<file path="src/rtl/cmd_mux_queue.sv">
// cmd_mux_queue: gathers commands from NUM_CH four-phase req/ack sources, arbitrates
// one per cycle (round-robin or fixed priority) into a show-ahead FIFO tagged with the
// source channel, and presents the FIFO head to a single downstream consumer.
module cmd_mux_queue #(
  parameter int CMD_WIDTH = 16,
  parameter int NUM_CH    = 4,
  parameter int DEPTH     = 8,
  parameter int PRIO_MODE = 0,
  localparam int CH_W     = $clog2(NUM_CH),
  localparam int LVL_W    = $clog2(DEPTH + 1)
) (
  input  logic                        clk,
  input  logic                        rst,
  input  logic [NUM_CH*CMD_WIDTH-1:0] src_cmd,
  input  logic [NUM_CH-1:0]           src_req,
  output logic [NUM_CH-1:0]           src_ack,
  output logic [CMD_WIDTH-1:0]        dst_cmd,
  output logic [CH_W-1:0]             dst_ch,
  output logic                        dst_req,
  input  logic                        dst_ack,
  output logic [LVL_W-1:0]            fifo_level
);

  localparam int PTR_W = $clog2(DEPTH);
  localparam logic [LVL_W-1:0] FULL_LEVEL = LVL_W'(DEPTH);
  localparam logic [LVL_W-1:0] LVL_ONE    = LVL_W'(1);
  localparam logic [PTR_W-1:0] PTR_ONE    = PTR_W'(1);
  localparam logic [CH_W-1:0]  LAST_CH    = CH_W'(NUM_CH - 1);

  typedef enum logic {IDLE, ACK} ch_state_t;

  ch_state_t            state [NUM_CH];
  logic [NUM_CH-1:0]    eligible;
  logic [CMD_WIDTH-1:0] src_slice [NUM_CH];
  logic                 gnt_valid;
  logic [CH_W-1:0]      gnt_idx;
  logic [CH_W-1:0]      cand;
  logic [CH_W-1:0]      last_gnt;
  logic [CMD_WIDTH-1:0] mem_cmd [DEPTH];
  logic [CH_W-1:0]      mem_ch [DEPTH];
  logic [PTR_W-1:0]     wr_ptr;
  logic [PTR_W-1:0]     rd_ptr;
  logic                 pop;

  // A channel competes only while idle with its request raised; also unpack commands.
  always_comb begin
    eligible = '0;
    for (int i = 0; i < NUM_CH; i++) begin
      eligible[i]  = (state[i] == IDLE) && src_req[i];
      src_slice[i] = src_cmd[i*CMD_WIDTH +: CMD_WIDTH];
    end
  end

  // Pick one winner; scanning from lowest to highest priority lets the last hit win.
  always_comb begin
    gnt_valid = 1'b0;
    gnt_idx   = '0;
    cand      = '0;
    if (fifo_level < FULL_LEVEL) begin
      for (int k = NUM_CH; k >= 1; k--) begin
        if (PRIO_MODE != 0) cand = CH_W'(k - 1);
        else                cand = CH_W'((int'(last_gnt) + k) % NUM_CH);
        if (eligible[cand]) begin
          gnt_valid = 1'b1;
          gnt_idx   = cand;
        end
      end
    end
  end

  assign dst_req = (fifo_level != '0);
  assign pop     = dst_req && dst_ack;
  assign dst_cmd = dst_req ? mem_cmd[rd_ptr] : '0;
  assign dst_ch  = dst_req ? mem_ch[rd_ptr]  : '0;

  // Per-channel handshake FSM: grant raises ack, ack holds until the source drops req.
  always_ff @(posedge clk) begin
    for (int i = 0; i < NUM_CH; i++) begin
      if (rst) begin
        state[i]   <= IDLE;
        src_ack[i] <= 1'b0;
      end else begin
        case (state[i])
          IDLE: if (gnt_valid && (gnt_idx == CH_W'(i))) begin
            state[i]   <= ACK;
            src_ack[i] <= 1'b1;
          end
          ACK: if (!src_req[i]) begin
            state[i]   <= IDLE;
            src_ack[i] <= 1'b0;
          end
          default: begin
            state[i]   <= IDLE;
            src_ack[i] <= 1'b0;
          end
        endcase
      end
    end
  end

  // FIFO storage needs no reset since outputs are masked while empty.
  always_ff @(posedge clk) begin
    if (gnt_valid && !rst) begin
      mem_cmd[wr_ptr] <= src_slice[gnt_idx];
      mem_ch[wr_ptr]  <= gnt_idx;
    end
  end

  // Pointers, occupancy and round-robin history; a same-cycle push and pop cancel.
  always_ff @(posedge clk) begin
    if (rst) begin
      last_gnt   <= LAST_CH;
      wr_ptr     <= '0;
      rd_ptr     <= '0;
      fifo_level <= '0;
    end else begin
      if (gnt_valid) begin
        last_gnt <= gnt_idx;
        wr_ptr   <= wr_ptr + PTR_ONE;
      end
      if (pop) rd_ptr <= rd_ptr + PTR_ONE;
      case ({gnt_valid, pop})
        2'b10:   fifo_level <= fifo_level + LVL_ONE;
        2'b01:   fifo_level <= fifo_level - LVL_ONE;
        default: fifo_level <= fifo_level;
      endcase
    end
  end

endmodule

</file>
<file path="config.mk">
export PLATFORM = sky130hd
export DESIGN_NAME = cmd_mux_queue
export DESIGN_NICKNAME = d
export VERILOG_FILES = /design/src/rtl/cmd_mux_queue.sv
export SDC_FILE = /design/constraint.sdc
export NUM_CORES = 1
export LEC_CHECK = 0
export BUFFER_PORTS_ARGS = -buffer_cell sky130_fd_sc_hd__buf_2
export CORE_AREA = 2 2 123 125
export DETAILED_ROUTE_END_ITERATION = 8
export DIE_AREA = 0 0 125 127
export GPL_TIMING_DRIVEN = 0
export PLACE_DENSITY = 0.76
export REMOVE_ABC_BUFFERS = 1
export SLEW_MARGIN = 30
export SYNTH_ARGS = -nofsm -noshare
export SYNTH_HDL_FRONTEND = slang
export SYNTH_SLANG_ARGS = --single-unit
</file>
<file path="constraint.sdc">
create_clock -name clk -period 3.9 [get_ports clk]
set_input_delay 0.585 -clock clk [delete_from_list [all_inputs] [get_ports clk]]
set_output_delay 0.585 -clock clk [all_outputs]
set_load 0.1 [all_outputs]
</file>
==> results_dict.tcl <==
set metrics [dict create \
    status "complete, no violations" \
    critical-path-top-cell-by-count "a21oi_1" \
    path_class "register to register" \
    maxCapViolations 0 \
    design.die.area_sq_mm 0.0159 \
    worst-endpoint-required_ps 4030 \
    critical_path_peak_fanout 46 \
    final_hold_viol_count 0 \
    globalRoute.totalOverflow 0 \
    holdCritPathClass "register to register" \
    post_synth_inst_count 461 \
    drt-initial-drc-count 375 \
    post_drt_wl_per_cell_um 19.7 \
    final_cell_count_no_fill 761 \
    grt_first_pass_wirelength_mm 24.0 \
    finalHoldWorstSlack_ps 483 \
    post-route-util_pct 59.8 \
    drt_pass_1_iters 5 \
    cts.clk_slew.worst_paths_ps 60 \
    antenna_cells_inserted 0 \
    crit_path_start_kind "register" \
    dpl.cell_count 729 \
    cts_tree "yes" \
    cp_cell_sequence "nor2b_4, a21oi_1, o221ai_1, nand3_4, inv_2, a21oi_1, a32oi_1" \
    remaining_routing_drc_violations 0 \
    max_frequency_mhz 291 \
    initial_utilization_pct 49.7 \
    insertion_delay_ps 430 \
    track_usage_pct 20.1 \
    final.min_clock_period_ps 3430 \
    drt-vias-per-instance 5.69 \
    cts_htree_levels 4 \
    port_buffers 97 \
    place_congestion 0.777 \
    critPathSlowestCell "inv_2" \
    synth_largest_area_cell "edfxtp_1" \
    relSlewSlack_pct 40.6 \
    ctsLongestPathBuffers 2 \
    final_net_count 639 \
    tritoncts_num_sinks 167 \
    drt_wl_total_mm 15.0 \
    floorplan.rows 44 \
    ctsResizeCount 0 \
    rsz0062_at_grt "no" \
    setup_viol_count_final 0 \
    grt_start_max_net_pins 47 \
    cts-buffers-inserted 17 \
    ios 98 \
    synth.most_common_cell "edfxtp_1" \
    totalNegativeSetupSlack_ps 0 \
    place.detailed.hpwl_mm 9.83 \
    ys_top_cells_by_count "edfxtp_1 (148), nand2_1 (61), mux4_2 (36)" \
    worstMarginPinSlew_ps 890 \
    antenna_violating_nets_post_route 0 \
    via_count_of_the_first_global_routing_pass 4495 \
    die_width_um 125 \
    yosysSeqAreaShare_pct 67.3 \
    fp.dieH_um 127 \
    syn-mean-instance-area_sq_um 15.6 \
    crit_arrival_ps 3560 \
    synth_edf_count 148 \
    area.growth.synth_to_final_pct 20.4 \
    netlist_top_cells_area "edfxtp_1 (62%), mux4_2 (11%), dfxtp_1 (5.3%)" \
    synth_ff_type "edfxtp_1" \
    hold_buffers 0 \
    cts.repair_timing.setup_buffer_count 0 \
    worst_path_largest_cell_delay_ps 850 \
    fraction_of_post_synthesis_cell_area_in_the_top_cell_type_by_area_pct 62.0 \
    syn_area_sq_mm 0.00717 \
    antenna_found_initial 0 \
    period_share_pct 88.0 \
    drv_slew 0 \
    routed-via-count 4331 \
    drive_gt1_share_pct 35.7 \
    cp-end-kind "register" \
    synth.ff_latch_count 167 \
    finalClockSkew_ps 7.93 \
    warnings_from_yosys 0 \
    core_region_area_sq_mm 0.0144 \
    synthArstFlopShare_pct 0 \
    ys_types 51 \
    cts-root-buf "clkbuf_16" \
]
-- worst paths after layout --
kind / start / to / slack (ps) / cells past startpoint
worst max-delay path: state[1]$_SDFFCE_PP0P_ / mem_cmd[5][2]$_DFFE_PP_ / 470 / 7
worst min-delay path: src_ack[1]$_SDFFE_PP0P_ / src_ack[1]$_SDFFE_PP0P_ / 480 / 2
worst max register to register: state[1]$_SDFFCE_PP0P_ / mem_cmd[5][2]$_DFFE_PP_ / 470 / 7
worst min register to register: src_ack[1]$_SDFFE_PP0P_ / src_ack[1]$_SDFFE_PP0P_ / 480 / 2
-- state kept, by name, indices dropped and copies added (netlist names), named ones only --
register,flops
src_ack,4
fifo_level,4
wr_ptr,3
mem_ch,16
rd_ptr,3
state,4
last_gnt,2
mem_cmd,128
-- through the flow --
step           cell area (sq um)  setup WS (ps)
2_1_floorplan               7050          -88.2
3_3_place_gp                7760           -339
3_5_place_dp                7970           -238
4_1_cts                     8620           7.91
5_1_grt                     8630            135
6_report                    8630            468
-- worst max-delay path: cells and delay by family, from the launching register on --
| family | cells | cell delay (ps) |
|---|---|---|
| and+or+nand+nor | 2 | 700 |
| DFF | 1 | 440 |
| AOI/OAI and AO/OA | 4 | 1110 |
| buffers and inverters | 1 | 850 |
-- cell families after synthesis --
kind of cell | Yosys count | share of synthesized area (%)
buffers and inverters | 38 | 2.37
adder cells (fa/ha/maj) | 4 | 0.698
AND/OR/NAND/NOR | 122 | 8.24
XOR/XNOR | 7 | 0.855
multiplexers | 56 | 14.1
flip-flops | 167 | 67.3
AO/OA/AOI/OAI | 67 | 6.46
-- routing by layer --
metal  vias up  global-route usage [%]  part of all wire [%]
met3        17                    4.65                   5.3
met2       123                    34.1                    51
met5         -                       0                     0
met1      2190                    26.0                    42
li1       2001                       -                     -
met4         0                    6.60                   1.2
-- area by class of cell --
class	instances	area (sq um)
Sequential cell	167	4830
Inverter	12	47.5
Clock buffer	17	425
Multi-Input combinational cell	256	2230
Clock inverter	15	226
Fill cell	1098	5790
Timing Repair Buffer	110	636
Tap cell	184	230
-- layout by cell type (no fill, tap or decap), types with 3 or more instances in the layout --
cell type,n
edfxtp_1,148
buf_2,97
nand2_1,61
mux4_2,36
nor2_1,29
a21oi_1,26
mux2i_1,20
clkbuf_16,17
a32oi_1,16
dfxtp_1,16
inv_1,8
buf_4,8
o21ai_0,6
xor2_1,6
o211ai_1,5
nor2_4,5
nor3_2,5
bufinv_16,5
nor3_1,4
ha_1,4
inv_2,3
clkinv_4,3
clkinvlp_4,3
Power is left out: the tool's default activity adds up to more than one toggle a clock period on the data nets, which glitch-free logic cannot reach.
